--- config.mk ---
export PLATFORM = sky130hd
export DESIGN_NAME = seg7_scan_driver_flat
export DESIGN_NICKNAME = d
export VERILOG_FILES = /design/src/rtl/seg7_scan_if.sv /design/src/rtl/seg7_scan_driver.sv /design/src/flat_wrapper.sv
export SDC_FILE = /design/constraint.sdc
export NUM_CORES = 1
export LEC_CHECK = 0
export ABC_AREA = 1
export CAP_MARGIN = 20
export CORE_MARGIN = 2
export CORE_UTILIZATION = 46
export CTS_BUF_LIST = sky130_fd_sc_hd__clkbuf_4 sky130_fd_sc_hd__clkbuf_8 sky130_fd_sc_hd__clkbuf_16
export DETAILED_ROUTE_END_ITERATION = 7
export PLACE_DENSITY_LB_ADDON = 0.15
export SKIP_LAST_GASP = 1
export SYNTH_ARGS = -nofsm -noshare
export SYNTH_HDL_FRONTEND = slang
export SYNTH_SLANG_ARGS = --single-unit
--- constraint.sdc ---
create_clock -name clk -period 2.8 [get_ports clk]
set_clock_uncertainty 0.1 [all_clocks]
set_input_delay 0.56 -clock clk [delete_from_list [all_inputs] [get_ports clk]]
set_output_delay 0.56 -clock clk [all_outputs]
set_load 0.02 [all_outputs]
--- src/rtl/seg7_scan_if.sv ---
// Bundle of the strobes, load data and display pins between the scan controller
// and the 7-segment driver.
interface seg7_scan_if #(
    parameter int NUM_DIGITS = 4
);
    logic                      scan_tick;
    logic                      load;
    logic [4*NUM_DIGITS-1:0]   value;
    logic [NUM_DIGITS-1:0]     dp_in;
    logic                      blank;
    logic [NUM_DIGITS-1:0]     an;
    logic [6:0]                seg;
    logic                      dp;
    logic                      frame_done;
    logic                      load_ack;

    modport master (
        output scan_tick, load, value, dp_in, blank,
        input  an, seg, dp, frame_done, load_ack
    );

    modport slave (
        input  scan_tick, load, value, dp_in, blank,
        output an, seg, dp, frame_done, load_ack
    );
endinterface

--- src/rtl/seg7_scan_driver.sv ---
// Multiplexed 7-segment driver: double-buffered digit values committed at frame
// boundaries. Optional macro LEADING_ZERO_BLANK_EN darkens leading zero digits.
module seg7_scan_driver #(
    parameter int NUM_DIGITS     = 4,
    parameter bit AN_ACTIVE_LOW  = 1'b1,
    parameter bit SEG_ACTIVE_LOW = 1'b1
) (
    input  logic        clk,
    input  logic        rst_n,
    seg7_scan_if.slave  bus
);
    localparam int IDX_W = (NUM_DIGITS > 1) ? $clog2(NUM_DIGITS) : 1;
    localparam logic [IDX_W-1:0] LAST_IDX = IDX_W'(NUM_DIGITS - 1);

    logic [IDX_W-1:0]          idx_reg, idx_next;
    logic                      running_reg, running_next;
    logic                      pend_reg, pend_next;
    logic [4*NUM_DIGITS-1:0]   shadow_value_reg, shadow_value_next;
    logic [NUM_DIGITS-1:0]     shadow_dp_reg, shadow_dp_next;
    logic [4*NUM_DIGITS-1:0]   active_value_reg, active_value_next;
    logic [NUM_DIGITS-1:0]     active_dp_reg, active_dp_next;
    logic                      frame_done_reg, frame_done_next;
    logic                      load_ack_reg, load_ack_next;
    logic [NUM_DIGITS-1:0]     an_reg, an_next;
    logic [6:0]                seg_reg, seg_next;
    logic                      dp_reg, dp_next;

    logic                      boundary;
    logic                      commit;
    logic [3:0]                nib [NUM_DIGITS];
    logic [NUM_DIGITS-1:0]     an_hot;

    function automatic logic [6:0] decode(input logic [3:0] n);
        logic [6:0] s;
        case (n)
            4'h0: s = 7'h3F;  4'h1: s = 7'h06;  4'h2: s = 7'h5B;  4'h3: s = 7'h4F;
            4'h4: s = 7'h66;  4'h5: s = 7'h6D;  4'h6: s = 7'h7D;  4'h7: s = 7'h07;
            4'h8: s = 7'h7F;  4'h9: s = 7'h6F;  4'hA: s = 7'h77;  4'hB: s = 7'h7C;
            4'hC: s = 7'h39;  4'hD: s = 7'h5E;  4'hE: s = 7'h79;  default: s = 7'h71;
        endcase
        return s;
    endfunction

    // A frame starts on the first tick after reset and on every wrap tick.
    assign boundary = bus.scan_tick && (!running_reg || (idx_reg == LAST_IDX));
    assign commit   = boundary && (pend_reg || bus.load);

    always_comb begin
        idx_next          = idx_reg;
        running_next      = running_reg;
        pend_next         = pend_reg;
        shadow_value_next = shadow_value_reg;
        shadow_dp_next    = shadow_dp_reg;
        active_value_next = active_value_reg;
        active_dp_next    = active_dp_reg;
        frame_done_next   = 1'b0;
        load_ack_next     = commit;

        if (bus.load) begin
            shadow_value_next = bus.value;
            shadow_dp_next    = bus.dp_in;
            pend_next         = 1'b1;
        end

        if (bus.scan_tick) begin
            running_next = 1'b1;
            if (!running_reg || idx_reg == LAST_IDX) begin
                idx_next        = '0;
                frame_done_next = running_reg;
            end else begin
                idx_next = idx_reg + 1'b1;
            end
        end

        // A load landing on the boundary tick beats the older shadow contents.
        if (commit) begin
            active_value_next = bus.load ? bus.value : shadow_value_reg;
            active_dp_next    = bus.load ? bus.dp_in : shadow_dp_reg;
            pend_next         = 1'b0;
        end
    end

    generate
        for (genvar gi = 0; gi < NUM_DIGITS; gi++) begin : g_digit
            assign nib[gi]    = active_value_next[4*gi +: 4];
            assign an_hot[gi] = (idx_next == IDX_W'(gi));
        end
    endgenerate

`ifdef LEADING_ZERO_BLANK_EN
    logic [NUM_DIGITS-1:0] lead_zero;
    generate
        for (genvar gi = 0; gi < NUM_DIGITS; gi++) begin : g_lead_zero
            assign lead_zero[gi] = (active_value_next[4*NUM_DIGITS-1:4*gi] == '0);
        end
    endgenerate
`endif

    // Outputs are built from next-state so they track idx/active on the same edge.
    always_comb begin
        logic       dark;
        logic [6:0] seg_on;
        dark   = bus.blank || !running_next;
        seg_on = decode(nib[idx_next]);
`ifdef LEADING_ZERO_BLANK_EN
        if (idx_next != '0 && lead_zero[idx_next]) begin
            seg_on = '0;
        end
`endif
        an_next  = dark ? '0 : an_hot;
        seg_next = dark ? '0 : seg_on;
        dp_next  = dark ? 1'b0 : active_dp_next[idx_next];
    end

    always_ff @(posedge clk or negedge rst_n) begin
        if (!rst_n) begin
            idx_reg          <= '0;
            running_reg      <= 1'b0;
            pend_reg         <= 1'b0;
            shadow_value_reg <= '0;
            shadow_dp_reg    <= '0;
            active_value_reg <= '0;
            active_dp_reg    <= '0;
            frame_done_reg   <= 1'b0;
            load_ack_reg     <= 1'b0;
            an_reg           <= {NUM_DIGITS{AN_ACTIVE_LOW}};
            seg_reg          <= {7{SEG_ACTIVE_LOW}};
            dp_reg           <= SEG_ACTIVE_LOW;
        end else begin
            idx_reg          <= idx_next;
            running_reg      <= running_next;
            pend_reg         <= pend_next;
            shadow_value_reg <= shadow_value_next;
            shadow_dp_reg    <= shadow_dp_next;
            active_value_reg <= active_value_next;
            active_dp_reg    <= active_dp_next;
            frame_done_reg   <= frame_done_next;
            load_ack_reg     <= load_ack_next;
            an_reg           <= an_next ^ {NUM_DIGITS{AN_ACTIVE_LOW}};
            seg_reg          <= seg_next ^ {7{SEG_ACTIVE_LOW}};
            dp_reg           <= dp_next ^ SEG_ACTIVE_LOW;
        end
    end

    assign bus.an         = an_reg;
    assign bus.seg        = seg_reg;
    assign bus.dp         = dp_reg;
    assign bus.frame_done = frame_done_reg;
    assign bus.load_ack   = load_ack_reg;
endmodule

--- src/flat_wrapper.sv ---
// flat-port wrapper written by rule: the top's interface ports become plain ports
module seg7_scan_driver_flat 
#(
    parameter int NUM_DIGITS     = 4,
    parameter bit AN_ACTIVE_LOW  = 1'b1,
    parameter bit SEG_ACTIVE_LOW = 1'b1
)
  (clk, rst_n, bus_scan_tick, bus_load, bus_value, bus_dp_in, bus_blank, bus_an, bus_seg, bus_dp, bus_frame_done, bus_load_ack);
  seg7_scan_if #(.NUM_DIGITS(NUM_DIGITS)) bus_i ();
  input  logic clk;
  input  logic rst_n;
  input wire logic [$bits(bus_i.scan_tick)-1:0] bus_scan_tick;
  input wire logic [$bits(bus_i.load)-1:0] bus_load;
  input wire logic [$bits(bus_i.value)-1:0] bus_value;
  input wire logic [$bits(bus_i.dp_in)-1:0] bus_dp_in;
  input wire logic [$bits(bus_i.blank)-1:0] bus_blank;
  output wire logic [$bits(bus_i.an)-1:0] bus_an;
  output wire logic [$bits(bus_i.seg)-1:0] bus_seg;
  output wire logic [$bits(bus_i.dp)-1:0] bus_dp;
  output wire logic [$bits(bus_i.frame_done)-1:0] bus_frame_done;
  output wire logic [$bits(bus_i.load_ack)-1:0] bus_load_ack;
  assign bus_i.scan_tick = bus_scan_tick;
  assign bus_i.load = bus_load;
  assign bus_i.value = bus_value;
  assign bus_i.dp_in = bus_dp_in;
  assign bus_i.blank = bus_blank;
  assign bus_an = bus_i.an;
  assign bus_seg = bus_i.seg;
  assign bus_dp = bus_i.dp;
  assign bus_frame_done = bus_i.frame_done;
  assign bus_load_ack = bus_i.load_ack;
  seg7_scan_driver #(.NUM_DIGITS(NUM_DIGITS), .AN_ACTIVE_LOW(AN_ACTIVE_LOW), .SEG_ACTIVE_LOW(SEG_ACTIVE_LOW)) u_core (.clk(clk), .rst_n(rst_n), .bus(bus_i));
endmodule
# Yosys cells after proc, flatten, opt, wreduce, memory -nomap -nowiden
# Memories as Yosys holds them, arrays and structs flattened.
# Index checks and enable logic that the tools add are counted.
[word_totals]
ff_bits = 58
word_cells = 52
n_memories = 1
rom_bits = 112
latchBits = 0
ramBits = 0
output_inout_bits = 14
in_bits = 25
[classes]
addsub = 1
bitwise = 4
order_cmp = 2
n_mux = 19
n_div = 0
n_eq_ne = 4
shift = 0
n_mul = 0
reduce_logical = 9
[memory_table]
columns = ["name", "words", "word_bits", "rd", "rd_ports_with_merged_regs", "write_ports", "line_no", "source"]
rows = [
  ["(name not given)", 16, 7, 1, 0, 0, "seg7_scan_driver.sv:35", "case (n)"],
]
[ops]
columns = ["cell", "count"]
rows = [
  ["16-bit 2-to-1 mux", 2],
  ["4-bit 2-to-1 mux", 5],
  ["4-bit binary-select mux with 2-bit select", 1],
  ["1-bit 2-to-1 mux", 7],
  ["7-bit 2-to-1 mux", 1],
  ["7-bit inverter", 1],
  ["2-bit equality test, second input constant", 3],
  ["2-bit 2-to-1 mux", 2],
  ["4-bit inverter", 1],
  ["3-bit >= comparator, second input constant", 1],
  ["1-bit logical OR", 3],
  ["2-bit by 3-bit < comparator with 1-bit output, second input constant", 1],
  ["2-bit inverter with 3-bit output", 1],
  ["2-bit by 1-bit adder with 2-bit output, second input constant", 1],
  ["1-bit binary-select mux with 2-bit select", 1],
  ["2-bit by 1-bit equality test with 1-bit output, second input constant", 1],
  ["1-bit logical AND", 2],
  ["1-bit logical NOT", 2],
  ["2-bit logical NOT", 1],
  ["2-bit nonzero test", 1],
  ["1-bit inverter", 1],
]

# Logic depth before layout (Yosys ltp)
# Gate-level depths: netlist of run 1.
# An unclocked memory read counts as a cell.
[logic_depth]
ltp_word = 11
ltp_mapped = 16
depth_no_buf = 15

# Least setup slack after synthesis of run 1
# Ideal clock, no wire load.
[synth_timing]
path_kind = "in2reg"
startpoint = "input port bus_load"
endpoint = "register u_core.seg_reg[5] (netlist: u_core.bus.seg[5])"
path_buffers = 2
arrival_ns = 1.936
setup_time_ns = 0.094
path_slack_ns = 0.671
required_ns = 2.606
path_stages = 16
path_cell_list = "inv_2 > buf_2 > buf_6 > nand2_1 > nand2_1 > nand3_1 > nand2_1 > nand2_1 > nand2_1 > nor2_2 > inv_1 > ha_1 > o21ai_1 > nand2_1 > nand2_1 > nand3_1"
[synth_via]
elab_chain_cells = 9
word_cells_on_any_way = 10
cone_classes = "mux: 6; bitwise: 1; reduce/logical: 2; memory: 1"
[synth_lines]
columns = ["item", "line_no", "source"]
rows = [
  ["start, declared", "flat_wrapper.sv:13", "input wire logic [$bits(bus_i.load)-1:0] bus_load;"],
  ["1-bit logical OR", "seg7_scan_driver.sv:46", "assign commit = boundary && (pend_reg || bus.load);"],
  ["1-bit logical AND", "seg7_scan_driver.sv:46", ""],
  ["16-bit 2-to-1 mux *", "seg7_scan_driver.sv:76", "if (commit) begin"],
  ["net u_core.active_value_next[13]", "seg7_scan_driver.sv:20", "logic [4*NUM_DIGITS-1:0] active_value_reg, active_value_next;"],
  ["4-bit binary-select mux with 2-bit select *", "seg7_scan_driver.sv:104", "seg_on = decode(nib[idx_next]);"],
  ["4-bit 2-to-1 mux (implied by the code) * (2 in series)", "seg7_scan_driver.sv:104", ""],
  ["memory 16 x 7 bit *", "--", ""],
  ["7-bit 2-to-1 mux *", "seg7_scan_driver.sv:111", "seg_next = dark ? '0 : seg_on;"],
  ["7-bit inverter (no line) *", "--", ""],
  ["end signal, assigned", "seg7_scan_driver.sv:127", "seg_reg <= {7{SEG_ACTIVE_LOW}};"],
  ["end signal, assigned", "seg7_scan_driver.sv:140", "seg_reg <= seg_next ^ {7{SEG_ACTIVE_LOW}};"],
  ["end, declared", "seg7_scan_driver.sv:25", "logic [6:0] seg_reg, seg_next;"],
]
# Mark *: on every way through the listed nets, which the timed path passes. The rest lies on a longest branch. The select of a mux whose other input is x is not followed.
# A chain may end at the register's enable or synchronous reset.

# Worst setup path after layout of run 1
[layout_timing]
startpoint = "input port bus_load"
endpoint = "register u_core.seg_reg[0] (netlist: u_core.bus.seg[0])"
# Same word-level chain as after synthesis.

==> flow_summary.toml, run 1 <==
[layout]
antenna_cells = 0
drive_gt1_share_pct = 18.4
syn_to_final_growth_pct = 29.2
design_area_sq_mm = 0.00346
final_net_count = 407
fin_cells = 452

[yosys]
ys_seq_area_share_pct = 54.8
synth_fp_nets = 348
ys_warn_count = 0
synth.ff_latch_count = 58
ys_types = 25
synthesis.area_sq_mm = 0.00268
avgSynthCellArea_sq_um = 8.47
synthCells = 316

[global_route]
antenna_found_initial = 0
grt_pass1_vias = 2157
met2_usage_pct = 32.6
grt_usage_pct = 19.6
overflow = 0
met3_usage_pct = 3.48
grt_pass1_wl_um = 9540
top_usage_layer = "met2"
grt_util_met1_pct = 23.8
grt_max_degree = 23

[sta]
finalWorstSetupSlack_ns = 0.343
period_share_pct = 87.8
period_minus_slack_ns = 2.46
final_max_slew_viol_count = 0
tightest_slew_ns = 0.432
hold_viol = 0
setup_tns_ns = 0
slew_headroom_pct = 71.2
rsz0062_at_grt = "no"
setup_viol = 0
fmax_mhz = 407

[clocking]
post_cts_resized = 0
cts_setup_buffers = 0
holdBufCountCts = 0
cts_root_buf = "clkbuf_8"
tritoncts = "yes"
cts_sinks = 58
cts.clk_slew.worst_paths_ns = 0.07
cts_htree_levels = 3
clkLatencyLatePin_ns = 0.34
cts_buffers = 9
clockBufferDepth = 2

[flow_run]
maxCapViolCount = 0

[drt]
routed_via_density = 4.66
drtAntennaViolNets = 0
routed_wirelength_um = 5300
drc = 0
vias = 2107
wl_per_cell_um = 11.7
dr.pass1.iters = 4
drt-initial-drc-count = 66

[die]
ioPinCount = 39
die_x_um = 80.3
num_rows = 27
die_h_um = 80.3
dieArea_sq_mm = 0.00645
start_util_pct = 48.0
core_area_sq_mm = 0.00557

[run_status]
outcome = "finished clean"

[worst_hold_path]
min_path_type = "in2async"

[power]
swShare_pct = 38.3
p_per_area_mw_per_mm2 = 1110
max-vdd-ir-drop_v = 0.000661
power.leakage_uw = 0.00180
p_int_uw = 2380
total_power_uw = 3850
p_switching_uw = 1470
pwr-share-comb_pct = 46.5
p_clk_share_pct = 21.9
power_frac_seq_pct = 31.5

[worst_setup_path]
r2r_cells = 15
path_max_fanout = 22
crit_type = "in2reg"
worstPathArrival_ns = 2.62
worst_setup_path_start_kind = "input pin"
required_ns = 2.96
end_kind = "register"

[placed_design]
hpwlAfterDp_um = 3980
dpl_cell_area_sq_mm = 0.00323
place_ws_ns = 0.00676
gp_congestion = 0.808
place_inst = 436
portBuffers = 38
-- power groups by stage --
stage | Clock [uW] | Sequential, uW | Combinational, uW
after detailed placement | 0 | 1230 | 1780
after global placement | 0 | 1230 | 1760
after CTS | 861 | 1220 | 1810
final | 845 | 1210 | 1790
after floorplan | 0 | 1330 | 1090
after global routing | 897 | 1240 | 2060
-- cell usage after synthesis --
master / count / area [sq um]
inv_1: 28 / 105
clkbuf_1: 2 / 7.51
o21ai_2: 1 / 8.76
buf_2: 3 / 15.0
and2_1: 1 / 6.26
nor2_2: 2 / 12.5
nor2_1: 7 / 26.3
clkinv_1: 1 / 3.75
o21ai_0: 7 / 35.0
dfrtp_1: 46 / 1150
a31oi_1: 2 / 12.5
inv_2: 3 / 11.3
nand3_1: 30 / 150
o21ai_1: 2 / 10.0
nand2_1: 139 / 522
nand2_2: 9 / 56.3
nor2_4: 3 / 33.8
nand2_4: 3 / 33.8
buf_4: 1 / 7.51
ha_1: 7 / 87.6
nand4_1: 1 / 6.26
xor2_2: 1 / 16.3
a21oi_1: 2 / 10.0
dfstp_2: 12 / 315
buf_6: 3 / 33.8
-- layer usage --
layer,vias up,routed length (um),part of all wire (%)
met2,38,2550,48
li1,1083,-,-
met4,0,107,2.0
met3,11,213,4.0
met5,-,0,0
met1,975,2440,46
-- final timing paths --
| kind | start | end | slack (ns) |
|---|---|---|---|
| max | bus_load | u_core.bus.seg[0]$_DFF_PN1_ | 0.34 |
| min | rst_n | u_core.active_value_reg[13]$_DFF_PN0_ | 0.05 |
| max reg2reg | u_core.idx_reg[0]$_DFF_PN0_ | u_core.bus.seg[3]$_DFF_PN1_ | 0.49 |
| min reg2reg | u_core.shadow_dp_reg[2]$_DFF_PN0_ | u_core.shadow_dp_reg[2]$_DFF_PN0_ | 0.37 |
| max in group asynchronous | rst_n | u_core.bus.seg[2]$_DFF_PN1_ | 1.85 |
| min in group clk | u_core.shadow_dp_reg[2]$_DFF_PN0_ | u_core.shadow_dp_reg[2]$_DFF_PN0_ | 0.37 |
-- cells in the final DEF, fill, tap and decap left out --
cell and count:
a31oi_1 2, nor2_4 3, a21oi_1 2, o21ai_1 2, o21ai_0 7, nand3_1 30
dfstp_2 12, buf_2 1, inv_1 28, buf_4 18, inv_2 3, buf_12 1
bufinv_16 1, nor2_1 7, and2_1 1, clkbuf_8 13, clkbuf_4 2, o21ai_2 1
dfrtp_1 46, clkdlybuf4s50_1 37, xor2_2 1, nand2_4 3, nand4_1 1, nand2_1 139
clkinv_1 1, nand2_2 9, nor2_2 2, ha_1 7
-- layout make-up --
cell class	instances	area, sq um
Multi-Input combinational cell	217	1030
Fill cell	475	2120
Clock inverter	1	30.0
Timing Repair Buffer	57	531
Tap cell	72	90.1
Sequential cell	58	1470
Clock buffer	15	194
Inverter	32	120
-- worst max-delay path, stage by stage --
cell and delay, ns:
clkdlybuf4s50_1 0.49, buf_4 0.25, nand2_1 0.07, and2_1 0.18, o21ai_0 0.24, nand2_1 0.08, nand2_1 0.09, nor2_2 0.06
buf_4 0.14, ha_1 0.19, inv_1 0.06, nand2_1 0.06, nand3_1 0.07, nand3_1 0.08
-- per-stage QoR --
stage          util, %  hold WS, ns
2_1_floorplan        -        0.164
3_3_place_gp      58.0        0.350
3_5_place_dp      58.0        0.358
4_1_cts           62.0       0.0574
5_1_grt           62.0       0.0884
6_report          62.0       0.0529
-- kinds of logic (layout without fill, tap and decap cells) --
group                      Yosys count  after routing  share of synthesized area, %
AOI/OAI and AO/OA                   14             14                          2.85
and+or+nand+nor                    195            195                          31.6
buffers and inverters               41            105                          6.87
DFF                                 58             58                          54.8
adders and majority gates            7              7                          3.27
xor gates and xnor gates             1              1                         0.608
Power figures use the tool's default switching activity.
==> run 2: changes to the inputs <==
--- a/config.mk
+++ b/config.mk
@@ -13,6 +13,7 @@
 export DETAILED_ROUTE_END_ITERATION = 7
 export PLACE_DENSITY_LB_ADDON = 0.15
 export SKIP_LAST_GASP = 1
+export SLEW_MARGIN = 10
 export SYNTH_ARGS = -nofsm -noshare
 export SYNTH_HDL_FRONTEND = slang
 export SYNTH_SLANG_ARGS = --single-unit
==> constraint.sdc (replaced) <==
create_clock -name clk -period 3 [get_ports clk]
set_clock_uncertainty 0.1 [all_clocks]
set_input_delay 0.6 -clock clk [delete_from_list [all_inputs] [get_ports clk]]
set_output_delay 0.6 -clock clk [all_outputs]
set_load 0.02 [all_outputs]
==> run 2 against run 1 <==
  * Clock-buffer cell count decreased by 1
  * Final area decreased by 2.7%
  * Non-clock buffer count decreased by 9
  * Register-to-register slack improved by 0.16 ns
==> flow_summary.toml, run 2 (synthesized netlist as in run 1, its figures left out) <==
[run_status]
outcome = "finished clean"

[die]
die_h_um = 80.3
dieArea_sq_mm = 0.00645
core_area_sq_mm = 0.00557
die_x_um = 80.3
num_rows = 27
start_util_pct = 48.0
ioPinCount = 39

[sta]
tightest_slew_ns = 0.701
setup_viol = 0
period_minus_slack_ns = 2.61
setup_tns_ns = 0
fmax_mhz = 384
rsz0062_at_grt = "no"
slew_headroom_pct = 53.3
period_share_pct = 86.9
final_max_slew_viol_count = 0
hold_viol = 0

[clocking]
cts_setup_buffers = 0
tritoncts = "yes"
cts.clk_slew.worst_paths_ns = 0.06
holdBufCountCts = 0
clkLatencyLatePin_ns = 0.33
clockBufferDepth = 2
cts_sinks = 58
cts_htree_levels = 3
post_cts_resized = 0
cts_root_buf = "clkbuf_8"
cts_buffers = 9

[layout]
final_net_count = 398
mostFrequentLayoutCells = "nand2_1 (139), dfrtp_1 (46), clkdlybuf4s50_1 (37)"
n_fill_cell = 512
syn_to_final_growth_pct = 25.6
layout_commonest_cell = "nand2_1"
drive_gt1_share_pct = 16.4
antenna_cells = 0

[drt]
drtAntennaViolNets = 0
drt-initial-drc-count = 89
dr.pass1.iters = 4
routed_via_density = 4.67
drc = 0
wl_per_cell_um = 11.9
routed_wirelength_um = 5290
vias = 2067

[power]
max-vdd-ir-drop_v = 0.000648
total_power_uw = 3470
p_switching_uw = 1350
p_per_area_mw_per_mm2 = 1030
p_int_uw = 2120
power_frac_seq_pct = 32.8
swShare_pct = 39.0
pwr-share-comb_pct = 45.9
p_clk_share_pct = 21.4
power.leakage_uw = 0.00174

[worst_setup_path]
cp_common_cell = "nand2_1"
r2r-start = "u_core.idx_reg[0]$_DFF_PN0_"
worst_setup_path_start_kind = "input pin"
worstPathArrival_ns = 2.76
worstSetupEndpoint = "u_core.bus.seg[3]$_DFF_PN1_"
critPathMaxStageDelay_ns = 0.59
required_ns = 3.16
crit_type = "in2reg"
cp_cell_sequence = "clkdlybuf4s50_1 > nand2_1 > nand2_2 > nand2_4 > nand2_1 > o21ai_0 > nand2_1 > nand2_1 > nor2_2 > inv_1 > ha_1 > o21ai_1 > nand2_1 > nand2_1 > nand3_1"
path_max_fanout = 14
r2r-end = "u_core.bus.seg[3]$_DFF_PN1_"
end_kind = "register"
r2r_cells = 15
r2r_slack_ns = 0.65
slowest_stage = "clkdlybuf4s50_1"
crit_start = "bus_scan_tick"

[global_route]
grt_max_degree = 59
grt_pass1_vias = 2083
overflow = 0
antenna_found_initial = 0
grt_pass1_wl_um = 9200
grt_usage_pct = 18.9

[placed_design]
portBuffers = 38
hpwlAfterDp_um = 3740
gp_congestion = 0.806

[flow_run]
maxCapViolCount = 0

[worst_hold_path]
min_path_type = "in2async"
==> run 2: cell count changes in the layout (fill, tap and decap cells not counted) <==
cell and delta:
clkbuf_8 -2, clkinv_2 +1, clkbuf_4 +1, buf_4 -8, buf_12 -1
==> run 2: metal layers <==
metal	up-vias	share of wire [%]	track usage, %
li1	1064	-	-
met1	963	47	23.9
met2	31	47	30.0
met3	9	3.5	3.71
met4	0	2.1	11.2
met5	-	0	0
==> run 2: final cells by class <==
type | count | area [sq um] | area share, %
clock buffer | 14 | 174 | 5.17
tap | 72 | 90.1 | 2.68
sequential | 58 | 1470 | 43.6
clock inverter | 2 | 35.0 | 1.04
multi-input combinational | 217 | 1030 | 30.5
timing repair buffer | 48 | 450 | 13.4
inverter | 32 | 120 | 3.57
==> run 2: worst min-delay path by stage <==
stage	from	endpoint	slack (ns)	cells past startpoint
4_1_cts	rst_n	u_core.active_value_reg[8]$_DFF_PN0_	0.33	2
5_1_grt	rst_n	u_core.shadow_value_reg[5]$_DFF_PN0_	0.38	2
2_1_floorplan	rst_n	u_core.active_dp_reg[0]$_DFF_PN0_	0.20	0
6_report	rst_n	u_core.shadow_value_reg[5]$_DFF_PN0_	0.31	2
3_3_place_gp	u_core.shadow_value_reg[7]$_DFF_PN0_	u_core.shadow_value_reg[7]$_DFF_PN0_	0.35	2
3_5_place_dp	u_core.shadow_dp_reg[3]$_DFF_PN0_	u_core.shadow_dp_reg[3]$_DFF_PN0_	0.36	2
==> run 2: power groups by stage <==
stage | registers [uW] | logic [uW] | clock network (uW)
final | 1140 | 1590 | 740
after global routing | 1160 | 1800 | 794
after CTS | 1140 | 1600 | 765
after detailed placement | 1150 | 1580 | 0
after global placement | 1140 | 1570 | 0
after floorplan | 1240 | 1020 | 0
==> run 2: critical path, delay by kind of cell <==
kind | cells | cell delay [ns]
AND/OR/NAND/NOR | 10 | 0.97
buffers and inverters | 2 | 0.68
adder cells (fa/ha/maj) | 1 | 0.21
AO/OA/AOI/OAI | 2 | 0.29
==> run 2: through the flow <==
| step | hold WS [ns] | setup slack, ns | area, sq um | utilization [%] | cells |
|---|---|---|---|---|---|
| final | 0.309 | 0.393 | 3360 | 60.3 | 443 |
| after global routing | 0.376 | 0.147 | 3360 | 60.3 | 443 |
| after CTS | 0.326 | 0.394 | 3360 | 60.3 | 443 |
| after detailed placement | 0.358 | 0.0457 | 3150 | 56.6 | 427 |
| after global placement | 0.350 | 0.0845 | 3150 | 56.6 | 427 |
| after floorplan | 0.204 | 0.831 | 2680 | - | 316 |
==> run 3: changes to the inputs <==
--- a/config.mk
+++ b/config.mk
@@ -12,6 +12,7 @@
 export CTS_BUF_LIST = sky130_fd_sc_hd__clkbuf_4 sky130_fd_sc_hd__clkbuf_8 sky130_fd_sc_hd__clkbuf_16
 export DETAILED_ROUTE_END_ITERATION = 7
 export PLACE_DENSITY_LB_ADDON = 0.15
+export RECOVER_POWER = 100
 export SKIP_LAST_GASP = 1
 export SLEW_MARGIN = 10
 export SYNTH_ARGS = -nofsm -noshare
==> constraint.sdc (replaced) <==
create_clock -name clk -period 2.1 [get_ports clk]
set_clock_uncertainty 0.1 [all_clocks]
set_input_delay 0.42 -clock clk [delete_from_list [all_inputs] [get_ports clk]]
set_output_delay 0.42 -clock clk [all_outputs]
set_load 0.02 [all_outputs]
==> run 3 against run 2 <==
  * Clock-buffer cell count unchanged
  * Power up 62%
  * Final area is 13% higher
  * Highest routed layer unchanged
  * Via count is 8.5% higher
  * Non-clock buffer count rose by 33
  * Hold slack improved by 0.063 ns
  * Cell count up 7.7%
  * Routed wire length is 12% higher
  * Register-to-register slack lost 0.65 ns
  * Critical path depth down 2
  * Largest cell class unchanged
  * Die area did not move
  * Critical endpoint is now u_core.bus.seg[4]$_DFF_PN1_
  * Largest power group unchanged
==> flow_summary.toml, run 3 (synthesized netlist as in run 1, its figures left out) <==
[run_status]
outcome = "finished clean"

[clocking]
tritoncts = "yes"
clockBufferDepth = 2
cts_htree_levels = 3
cts.clk_slew.worst_paths_ns = 0.06
cts_buffers = 9
clkLatencyLatePin_ns = 0.34
cts_sinks = 58
cts_root_buf = "clkbuf_8"

[worst_setup_path]
worst_setup_path_start_kind = "register"
cp_cell_sequence = "ha_2 > nand2_1 > nand2_2 > buf_6 > o21ai_4 > nand2_1 > nand2_2 > nor2_4 > inv_2 > ha_1 > nand2_1 > nand3_1 > nand3_1"
required_ns = 2.28
critPathMaxStageDelay_ns = 0.39
cp_top_family = "simple AND/OR/NAND/NOR gates"
end_kind = "register"
cp_common_cell = "nand2_1"
crit_type = "reg2reg"
critPathBufInv = 2
slowest_stage = "dfrtp_1"
worstPathArrival_ns = 2.28
path_max_fanout = 6

[sta]
tightest_slew_ns = 1.23
finalWorstSetupSlack_ns = 0.00301
fmax_mhz = 477
rsz0062_at_grt = "yes"
slew_headroom_pct = 18.1
hold_viol = 0
period_share_pct = 99.9
period_minus_slack_ns = 2.10
setup_viol = 0
final_max_slew_viol_count = 0

[power]
power_frac_seq_pct = 28.8
p_switching_uw = 2260
total_power_uw = 5600
p_clk_share_pct = 17.3
swShare_pct = 40.3
max-vdd-ir-drop_v = 0.000999
pwr-share-comb_pct = 53.9
p_per_area_mw_per_mm2 = 1470
p_int_uw = 3350
power.leakage_uw = 0.00193

[global_route]
antenna_found_initial = 0
overflow = 0
grt_max_degree = 59
grt_pass1_vias = 2213
grt_pass1_wl_um = 9730
grt_usage_pct = 20.3

[layout]
drive_gt1_share_pct = 30.6
layout_commonest_cell = "nand2_1"
mostFrequentLayoutCells = "nand2_1 (125), dfrtp_1 (46), buf_4 (31)"
final_net_count = 432
finalCoreUtilization_pct = 68.3
n_fill_cell = 441
syn_to_final_growth_pct = 42.2
antenna_cells = 0

[drt]
drc = 0
dr.pass1.iters = 4
drtAntennaViolNets = 0
routed_via_density = 4.70
routed_wirelength_um = 5920
vias = 2243
wl_per_cell_um = 12.4
drt-initial-drc-count = 127

[die]
core_area_sq_mm = 0.00557
die_x_um = 80.3
num_rows = 27
dieArea_sq_mm = 0.00645
ioPinCount = 39
die_h_um = 80.3
start_util_pct = 48.0

[worst_hold_path]
min_path_type = "reg2reg"

[placed_design]
place_ws_ns = -0.573
hpwlAfterDp_um = 3980
portBuffers = 38
gp_congestion = 0.860

[flow_run]
maxCapViolCount = 0
run 3: cell count changes in the layout (fill, tap and decap cells not counted), sizes merged:
cell and change:
nand2 +1, buf +28, dlymetal6s2s +1, clkdlybuf4s50 -9
dlygate4sd3 +8, clkbuf +4, dlygate4sd2 +1, bufinv -1
clkinvlp +1
run 3: final timing paths:
| check | end | cells past startpoint | slack (ns) | startpoint |
|---|---|---|---|---|
| setup / recovery | u_core.bus.seg[4]$_DFF_PN1_ | 13 | 0.003 | u_core.idx_reg[0]$_DFF_PN0_ |
| hold / removal | u_core.shadow_value_reg[10]$_DFF_PN0_ | 2 | 0.37 | u_core.shadow_value_reg[10]$_DFF_PN0_ |
| setup reg to reg | u_core.bus.seg[4]$_DFF_PN1_ | 13 | 0.003 | u_core.idx_reg[0]$_DFF_PN0_ |
| hold reg to reg | u_core.shadow_value_reg[10]$_DFF_PN0_ | 2 | 0.37 | u_core.shadow_value_reg[10]$_DFF_PN0_ |
| max in group asynchronous | u_core.active_value_reg[3]$_DFF_PN0_ | 3 | 0.28 | rst_n |
| min in group asynchronous | u_core.shadow_value_reg[1]$_DFF_PN0_ | 3 | 0.88 | rst_n |
run 3: area by class of cell:
cell class                      count  area (sq um)  share of cell area (%)
Inverter                           32           124                    3.25
Timing Repair Buffer               81           714                    18.8
Sequential cell                    58          1470                    38.5
Clock inverter                      2          10.0                   0.263
Clock buffer                       14           180                    4.73
Tap cell                           72          90.1                    2.37
Multi-Input combinational cell    218          1220                    32.1
run 3: timing repair:
| item | CTS | global route |
|---|---|---|
| gates cloned | 0 | 1 |
| hold buffers | 1 | 0 |
| pin swaps | 1 | 22 |
| setup endpoints to repair | 7 | 8 |
| setup buffers | 3 | 5 |
| resized for setup | 19 | 37 |
| endpoints found under the hold margin | 46 | 0 |
run 3: metal layers:
| layer | track usage (%) | wire length, um | up-vias |
|---|---|---|---|
| li1 | - | - | 1133 |
| met1 | 25.5 | 2710 | 1049 |
| met2 | 32.2 | 2810 | 48 |
| met3 | 3.82 | 246 | 13 |
| met4 | 12.4 | 148 | 0 |
| met5 | 0 | 0 | - |
run 3: metrics by stage:
stage	cells	hold WS [ns]	area, sq um	setup TNS, ns
4_1_cts	471	0.376	3640	0
2_1_floorplan	316	0.0244	2680	0
3_3_place_gp	451	0.344	3350	-3.69
6_report	477	0.372	3810	0
3_5_place_dp	451	0.347	3350	-3.99
5_1_grt	477	0.391	3810	-3.26
run 3: power groups by stage:
stage          Sequential (uW)  Combinational, uW  Clock (uW)
2_1_floorplan             1770               1470           0
3_3_place_gp              1630               2500           0
3_5_place_dp              1640               2520           0
4_1_cts                   1620               2680         993
5_1_grt                   1650               3380        1040
6_report                  1620               3020         968
run 3: worst reg2reg max path, stage by stage, from the launching register on:
cell and delay (ns):
dfrtp_1 0.39, ha_2 0.32, nand2_1 0.05, nand2_2 0.10, buf_6 0.12, o21ai_4 0.07, nand2_1 0.10, nand2_2 0.07
nor2_4 0.17, inv_2 0.09, ha_1 0.20, nand2_1 0.10, nand3_1 0.09, nand3_1 0.09
